**src/rtl/row_buffer_tracker_if.sv**
```systemverilog
// Scheduler <-> row tracker bundle: request handshake, resolve/refresh
// controls, classification result, timeout close pulses and perf counters.
// master = scheduler side, slave = tracker side.
interface row_buffer_tracker_if #(
    parameter int ROW_BITS  = 15,
    parameter int BG_BITS   = 2,
    parameter int BANK_BITS = 2,
    parameter int CNT_BITS  = 16
);
    localparam int NB = 1 << (BG_BITS + BANK_BITS);

    logic                 req_en;
    logic                 req_ready;
    logic [BG_BITS-1:0]   bank_group;
    logic [BANK_BITS-1:0] bank;
    logic [ROW_BITS-1:0]  row;
    logic                 row_resolve;
    logic                 refresh;
    logic                 stat_valid;
    logic [1:0]           row_stat;
    logic [ROW_BITS-1:0]  row_conflict;
    logic                 pending;
    logic [NB-1:0]        close_mask;
    logic [CNT_BITS-1:0]  hit_cnt;
    logic [CNT_BITS-1:0]  miss_cnt;
    logic [CNT_BITS-1:0]  conf_cnt;

    modport master (
        output req_en, bank_group, bank, row, row_resolve, refresh,
        input  req_ready, stat_valid, row_stat, row_conflict, pending,
        input  close_mask, hit_cnt, miss_cnt, conf_cnt
    );

    modport slave (
        input  req_en, bank_group, bank, row, row_resolve, refresh,
        output req_ready, stat_valid, row_stat, row_conflict, pending,
        output close_mask, hit_cnt, miss_cnt, conf_cnt
    );
endinterface

```
**src/rtl/row_buffer_tracker.sv**
```systemverilog
// Per-bank open-row table: classifies requests HIT/MISS/CONFLICT, holds
// MISS/CONFLICT pending until row_resolve, closes rows on refresh or idle
// timeout (close_mask pulse), and keeps saturating perf counters.
// Ports: clk, rst (async, active-high), bus (row_buffer_tracker_if.slave).
module row_buffer_tracker #(
    parameter int ROW_BITS     = 15,
    parameter int BG_BITS      = 2,
    parameter int BANK_BITS    = 2,
    parameter int IDLE_TIMEOUT = 64,
    parameter int CNT_BITS     = 16
) (
    input  logic                 clk,
    input  logic                 rst,
    row_buffer_tracker_if.slave  bus
);
    localparam int IB = BG_BITS + BANK_BITS;
    localparam int NB = 1 << IB;
    localparam bit TO_EN = (IDLE_TIMEOUT > 0);
    localparam int TW = (IDLE_TIMEOUT > 1) ? $clog2(IDLE_TIMEOUT) : 1;
    localparam logic [TW-1:0] T_LAST = TO_EN ? TW'(IDLE_TIMEOUT - 1) : '0;

    localparam logic [1:0] ST_IDLE = 2'b00;
    localparam logic [1:0] ST_HIT  = 2'b01;
    localparam logic [1:0] ST_MISS = 2'b10;
    localparam logic [1:0] ST_CONF = 2'b11;

    logic [NB-1:0]       open_q;
    logic [ROW_BITS-1:0] open_row_q [NB];
    logic [TW-1:0]       timer_q [NB];
    logic                pending_q;
    logic [IB-1:0]       p_idx_q;
    logic [ROW_BITS-1:0] p_row_q;
    logic                stat_valid_q;
    logic [1:0]          row_stat_q;
    logic [ROW_BITS-1:0] row_conflict_q;
    logic [NB-1:0]       close_q;
    logic [CNT_BITS-1:0] hit_cnt_q, miss_cnt_q, conf_cnt_q;

    logic [IB-1:0]       idx;
    logic                accept, resolve, hit, miss, conf;
    logic [NB-1:0]       touched, locked, expire;
    logic [1:0]          row_stat_d;
    logic [ROW_BITS-1:0] row_conflict_d;

    assign idx           = {bus.bank_group, bus.bank};
    assign bus.req_ready = !pending_q && !bus.refresh;
    assign accept        = bus.req_en && bus.req_ready;
    assign resolve       = bus.row_resolve && pending_q && !bus.refresh;
    assign hit  = accept && open_q[idx] && (open_row_q[idx] == bus.row);
    assign conf = accept && open_q[idx] && (open_row_q[idx] != bus.row);
    assign miss = accept && !open_q[idx];

    // A bank addressed this cycle or held by the pending request never
    // expires; a conflicting request keeps the old row open until resolve.
    always_comb begin
        touched = '0;
        locked  = '0;
        expire  = '0;
        for (int i = 0; i < NB; i++) begin
            touched[i] = accept && (idx == IB'(i));
            locked[i]  = pending_q && (p_idx_q == IB'(i));
            expire[i]  = TO_EN && open_q[i] && !locked[i] && !touched[i]
                         && (timer_q[i] == T_LAST);
        end
    end

    always_comb begin
        row_stat_d     = ST_IDLE;
        row_conflict_d = '0;
        if (hit) begin
            row_stat_d = ST_HIT;
        end else if (miss) begin
            row_stat_d = ST_MISS;
        end else if (conf) begin
            row_stat_d     = ST_CONF;
            row_conflict_d = open_row_q[idx];
        end
    end

    always_ff @(posedge clk or posedge rst) begin
        if (rst) begin
            open_q <= '0;
            for (int i = 0; i < NB; i++) begin
                open_row_q[i] <= '0;
                timer_q[i]    <= '0;
            end
        end else begin
            for (int i = 0; i < NB; i++) begin
                if (bus.refresh) begin
                    open_q[i]  <= 1'b0;
                    timer_q[i] <= '0;
                end else if (resolve && locked[i]) begin
                    open_q[i]     <= 1'b1;
                    open_row_q[i] <= p_row_q;
                    timer_q[i]    <= '0;
                end else if (hit && touched[i]) begin
                    timer_q[i] <= '0;
                end else if (expire[i]) begin
                    open_q[i]  <= 1'b0;
                    timer_q[i] <= '0;
                end else if (TO_EN && open_q[i] && !locked[i] && !touched[i]) begin
                    timer_q[i] <= timer_q[i] + 1'b1;
                end
            end
        end
    end

    always_ff @(posedge clk or posedge rst) begin
        if (rst) begin
            pending_q <= 1'b0;
            p_idx_q   <= '0;
            p_row_q   <= '0;
        end else if (bus.refresh || resolve) begin
            pending_q <= 1'b0;
        end else if (miss || conf) begin
            pending_q <= 1'b1;
            p_idx_q   <= idx;
            p_row_q   <= bus.row;
        end
    end

    always_ff @(posedge clk or posedge rst) begin
        if (rst) begin
            stat_valid_q   <= 1'b0;
            row_stat_q     <= ST_IDLE;
            row_conflict_q <= '0;
            close_q        <= '0;
            hit_cnt_q      <= '0;
            miss_cnt_q     <= '0;
            conf_cnt_q     <= '0;
        end else begin
            stat_valid_q   <= accept;
            row_stat_q     <= row_stat_d;
            row_conflict_q <= row_conflict_d;
            close_q        <= bus.refresh ? '0 : expire;
            if (hit && !(&hit_cnt_q))   hit_cnt_q  <= hit_cnt_q + 1'b1;
            if (miss && !(&miss_cnt_q)) miss_cnt_q <= miss_cnt_q + 1'b1;
            if (conf && !(&conf_cnt_q)) conf_cnt_q <= conf_cnt_q + 1'b1;
        end
    end

    assign bus.stat_valid   = stat_valid_q;
    assign bus.row_stat     = row_stat_q;
    assign bus.row_conflict = row_conflict_q;
    assign bus.pending      = pending_q;
    assign bus.close_mask   = close_q;
    assign bus.hit_cnt      = hit_cnt_q;
    assign bus.miss_cnt     = miss_cnt_q;
    assign bus.conf_cnt     = conf_cnt_q;
endmodule

```
**src/flat_wrapper.sv**
```systemverilog
// flat-port wrapper written by rule: the top's interface ports become plain ports
module row_buffer_tracker_flat 
#(
    parameter int ROW_BITS     = 15,
    parameter int BG_BITS      = 2,
    parameter int BANK_BITS    = 2,
    parameter int IDLE_TIMEOUT = 64,
    parameter int CNT_BITS     = 16
)
  (clk, rst, bus_req_en, bus_bank_group, bus_bank, bus_row, bus_row_resolve, bus_refresh, bus_req_ready, bus_stat_valid, bus_row_stat, bus_row_conflict, bus_pending, bus_close_mask, bus_hit_cnt, bus_miss_cnt, bus_conf_cnt);
  row_buffer_tracker_if #(.ROW_BITS(ROW_BITS), .BG_BITS(BG_BITS), .BANK_BITS(BANK_BITS), .CNT_BITS(CNT_BITS)) bus_i ();
  input  logic clk;
  input  logic rst;
  input wire logic [$bits(bus_i.req_en)-1:0] bus_req_en;
  input wire logic [$bits(bus_i.bank_group)-1:0] bus_bank_group;
  input wire logic [$bits(bus_i.bank)-1:0] bus_bank;
  input wire logic [$bits(bus_i.row)-1:0] bus_row;
  input wire logic [$bits(bus_i.row_resolve)-1:0] bus_row_resolve;
  input wire logic [$bits(bus_i.refresh)-1:0] bus_refresh;
  output wire logic [$bits(bus_i.req_ready)-1:0] bus_req_ready;
  output wire logic [$bits(bus_i.stat_valid)-1:0] bus_stat_valid;
  output wire logic [$bits(bus_i.row_stat)-1:0] bus_row_stat;
  output wire logic [$bits(bus_i.row_conflict)-1:0] bus_row_conflict;
  output wire logic [$bits(bus_i.pending)-1:0] bus_pending;
  output wire logic [$bits(bus_i.close_mask)-1:0] bus_close_mask;
  output wire logic [$bits(bus_i.hit_cnt)-1:0] bus_hit_cnt;
  output wire logic [$bits(bus_i.miss_cnt)-1:0] bus_miss_cnt;
  output wire logic [$bits(bus_i.conf_cnt)-1:0] bus_conf_cnt;
  assign bus_i.req_en = bus_req_en;
  assign bus_i.bank_group = bus_bank_group;
  assign bus_i.bank = bus_bank;
  assign bus_i.row = bus_row;
  assign bus_i.row_resolve = bus_row_resolve;
  assign bus_i.refresh = bus_refresh;
  assign bus_req_ready = bus_i.req_ready;
  assign bus_stat_valid = bus_i.stat_valid;
  assign bus_row_stat = bus_i.row_stat;
  assign bus_row_conflict = bus_i.row_conflict;
  assign bus_pending = bus_i.pending;
  assign bus_close_mask = bus_i.close_mask;
  assign bus_hit_cnt = bus_i.hit_cnt;
  assign bus_miss_cnt = bus_i.miss_cnt;
  assign bus_conf_cnt = bus_i.conf_cnt;
  row_buffer_tracker #(.ROW_BITS(ROW_BITS), .BG_BITS(BG_BITS), .BANK_BITS(BANK_BITS), .IDLE_TIMEOUT(IDLE_TIMEOUT), .CNT_BITS(CNT_BITS)) u_core (.clk(clk), .rst(rst), .bus(bus_i));
endmodule
```
**config.mk**
```make
export PLATFORM = sky130hd
export DESIGN_NAME = row_buffer_tracker_flat
export DESIGN_NICKNAME = d
export VERILOG_FILES = /design/src/rtl/row_buffer_tracker_if.sv /design/src/rtl/row_buffer_tracker.sv /design/src/flat_wrapper.sv
export SDC_FILE = /design/constraint.sdc
export NUM_CORES = 1
export LEC_CHECK = 0
export ABC_AREA = 1
export BUFFER_PORTS_ARGS = -buffer_cell sky130_fd_sc_hd__buf_2
export CORE_MARGIN = 2
export CORE_UTILIZATION = 45
export CTS_CLUSTER_SIZE = 40
export DETAILED_ROUTE_END_ITERATION = 7
export GPL_TIMING_DRIVEN = 0
export PLACE_DENSITY = 0.69
export SYNTH_ARGS = -nofsm -noshare
export SYNTH_HDL_FRONTEND = slang
export SYNTH_SLANG_ARGS = --single-unit
```
**constraint.sdc**
```tcl
create_clock -name clk -period 16.7 [get_ports clk]
set_clock_uncertainty 0.05 [all_clocks]
set_input_delay 0.835 -clock clk [delete_from_list [all_inputs] [get_ports clk]]
set_output_delay 0.835 -clock clk [all_outputs]
set_load 0.1 [all_outputs]
```
==> impl_metrics.py <==
metrics = {
    "timing": {
        "rsz0062_at_grt": "no",
        "hold_viol": 0,
        "setup_ws_ns": 13.14,
        "fin_crit_ns": 3.56,
        "setup_viol": 0,
        "period_share": 0.213,
        "fmax_ghz": 0.281,
        "timing.final.max_slew_violations": 0,
        "slew_headroom": 0.391,
        "tightest_slew_ns": 0.906,
    },
    "yosys": {
        "synth_area_leader_cell": "dfrtp_1",
        "synth_common_cells": "1024 x nand2_1, 454 x dfrtp_1, 288 x o21ai_0",
        "synthAdderAreaFrac": 0.0108,
        "muxShareOfSynthArea": 0.00454,
        "yosysUniqueCellTypes": 46,
        "synthArstFlopShare": 1.00,
        "synth_enable_flop_cells": 0,
        "synth-simple-area-share": 0.278,
        "synthFlopType": "dfrtp_1",
        "synth_seq_cells": 454,
        "synth.area.top_cells": "dfrtp_1 52%, nand2_1 17%, o21ai_0 6.5%, nor2_1 4.4%, inv_1 3.5%",
        "synth-xor-area-share": 0.0322,
        "ys_seq_area_frac": 0.515,
        "syn-cell-area_mm2": 0.0220,
        "synth-compound-area-share": 0.0961,
        "syn_inst": 2813,
        "synth_top_family_by_area": "simple AND/OR/NAND/NOR gates",
        "yosys.cell_count.top_type": "nand2_1",
        "synth_fp_nets": 2856,
        "syn-mean-instance-area_um2": 7.84,
        "synth_top_cell_area_share": 0.515,
        "yosysWarnings": 0,
    },
    "finish": {
        "n_fill_cell": 4518,
        "final_nets": 3015,
        "areaGrowthSynthToFinish_pct": 13.6,
        "utilization": 0.515,
        "final_layout_size_suffix_gt1_frac": 0.0870,
    },
    "cts": {
        "cts_sinks": 454,
        "htreeDepth": 2,
        "cts_tree": "built",
        "ctsLongestPathBuffers": 3,
        "cts-root-buf": "clkbuf_16",
        "cts_made_buffers": 49,
        "post_cts_buffers": 0,
        "ctsHoldBuffers": 0,
        "path_clk_slew_ns": 0.06,
        "ctsResizeCount": 0,
        "clk_latency_ns": 0.60,
    },
    "global_route": {
        "grt_pass1_wl_mm": 103,
        "antenna_found_initial": 2,
        "first_global_vias": 18900,
        "overflow": 0,
        "grt_max_degree": 133,
        "track_usage": 0.261,
    },
    "place": {
        "place_congestion": 0.966,
        "hpwl_mm": 47.3,
        "dp_slack_ns": 12.63,
        "io_buffers": 105,
    },
    "drt": {
        "post_drt_wl_per_cell_um": 18.0,
        "drt_iter0_markers": 1862,
        "first_pass_iters": 6,
        "post-route-drc-count": 0,
        "num_vias": 19700,
        "via_per_inst": 5.43,
        "routed_wirelength_mm": 65.6,
        "ant_nets": 0,
    },
    "die": {
        "ios": 108,
        "num_rows": 81,
        "core_mm2": 0.0486,
        "fp.dieH_um": 225,
        "dieArea_mm2": 0.0508,
        "die_w_um": 225,
        "initial_utilization": 0.453,
    },
    "pwr": {
        "power_frac_comb": 0.115,
        "p_sw_frac": 0.283,
        "p_seq_frac": 0.462,
        "vdd_drop_max_uv": 75.3,
        "p_sw_w": 0.000726,
        "p_int_w": 0.00184,
        "pwr-share-clk": 0.424,
        "leakagePower_nw": 12.2,
        "powerDensity_mw_per_mm2": 102,
    },
    "setup_path": {
        "critPathArrivalTime_ns": 3.98,
        "critPathLaunchType": "input port",
        "cp.required_ns": 17.11,
        "crit_path_start": "bus_bank_group[0]",
        "path_class": "input port to register",
        "timing.rr.start": "u_core.bus.pending",
        "reg2regPathDepth": 8,
        "crit_path_end_kind": "register",
        "crit_fanout": 10,
    },
    "run": {
        "drv_cap": 0,
    },
    "min_path": {
        "hp-class": "input port to async pin",
    },
    "run_status": {
        "status": "complete, no violations",
    },
}
[placed cells by master (no fill, tap or decap), drive strengths merged, types with 6 or more instances in the layout]
| cell type | instances |
|---|---|
| nand2 | 1029 |
| dfrtp | 454 |
| o21ai | 319 |
| nor2 | 263 |
| inv | 212 |
| buf | 153 |
| clkbuf | 153 |
| nand3 | 119 |
| xor2 | 66 |
| nor3 | 56 |
| nand4 | 35 |
| a21oi | 27 |
| ha | 19 |
| xnor2 | 15 |
| o31ai | 15 |
| clkinv | 14 |
| o21bai | 12 |
| mux2i | 10 |
| nor4 | 7 |
| o22ai | 6 |
[critical path: stages]
cell and delay [ns]:
buf_2 0.17, nand2_1 0.15, inv_1 0.31, clkbuf_1 0.48, nand2_1 0.13, nand2_1 0.13, nor2_1 0.07, nand2_1 0.06
nand2_1 0.05, nor2_1 0.09, nand2_1 0.09, nor2_2 0.38, nand2_2 0.14, inv_2 0.16, buf_2 0.25, nand3_1 0.13
nand2_1 0.24, nor2_1 0.08
[state kept, by name, summed over array words and instances, names as in the netlist, 16 cells and up]
| signal | cells |
|---|---|
| u_core.bus.close_mask | 16 |
| u_core.bus.conf_cnt | 16 |
| u_core.bus.hit_cnt | 16 |
| u_core.bus.miss_cnt | 16 |
| u_core.open_q | 16 |
| u_core.open_row_q | 240 |
| u_core.timer_q | 96 |
[cells by family (layout without fill, tap and decap cells)]
family,Yosys count,after routing
mux,10,10
flops,454,454
xor+xnor,81,81
simple gates,1520,1520
fa+ha+maj,19,19
compound gates,394,394
buf+inv,335,534
other cells,0,1
[power groups by stage]
stage	logic [W]	clock network [W]	registers [W]
after floorplan	0.000144	0	0.00126
after global placement	0.000281	0	0.00120
after detailed placement	0.000290	0	0.00120
after CTS	0.000291	0.00110	0.00118
after global routing	0.000321	0.00114	0.00119
final	0.000294	0.00109	0.00118
[metal layers]
layer,track usage,vias up,part of all wire
met5,0,-,0.00024
met3,0.0475,138,0.075
met4,0.105,2,0.034
met1,0.348,9566,0.43
met2,0.420,762,0.46
li1,-,9259,-
[layout make-up]
class / instances / area, um2 / area share
Multi-Input combinational cell: 2024 / 9300 / 0.371
Clock inverter: 16 / 111 / 0.00445
Antenna cell: 1 / 2.50 / 0.0000999
Inverter: 212 / 803 / 0.0321
Timing Repair Buffer: 108 / 608 / 0.0243
Sequential cell: 454 / 11400 / 0.454
Tap cell: 622 / 778 / 0.0311
Clock buffer: 75 / 1490 / 0.0594
Buffer: 123 / 591 / 0.0236
[path summary, 6_finish.rpt]
kind / end / slack [ns]
worst min-delay path: u_core.open_row_q[177] / 0.27
worst max-delay path: u_core.timer_q[65] / 13.14
max in group asynchronous: u_core.timer_q[10] / 14.23
worst min register to register: u_core.open_row_q[141] / 0.43
min in group clk: u_core.open_row_q[141] / 0.43
worst max register to register: u_core.open_row_q[185] / 13.43
[through the flow]
step / total power, W / cells / setup TNS [ns] / hold slack (ns) / instance area [um2]
floorplan: 0.00140 / 2813 / 0 / 0.403 / 22000
global placement: 0.00148 / 3540 / -734.34 / 0.416 / 23400
detailed placement: 0.00149 / 3543 / 0 / 0.423 / 23400
CTS: 0.00258 / 3634 / 0 / 0.331 / 25000
global route: 0.00265 / 3634 / 0 / 0.340 / 25000
finish: 0.00257 / 3635 / 0 / 0.273 / 25000
No activity file was read; power rests on OpenSTA's default activity.
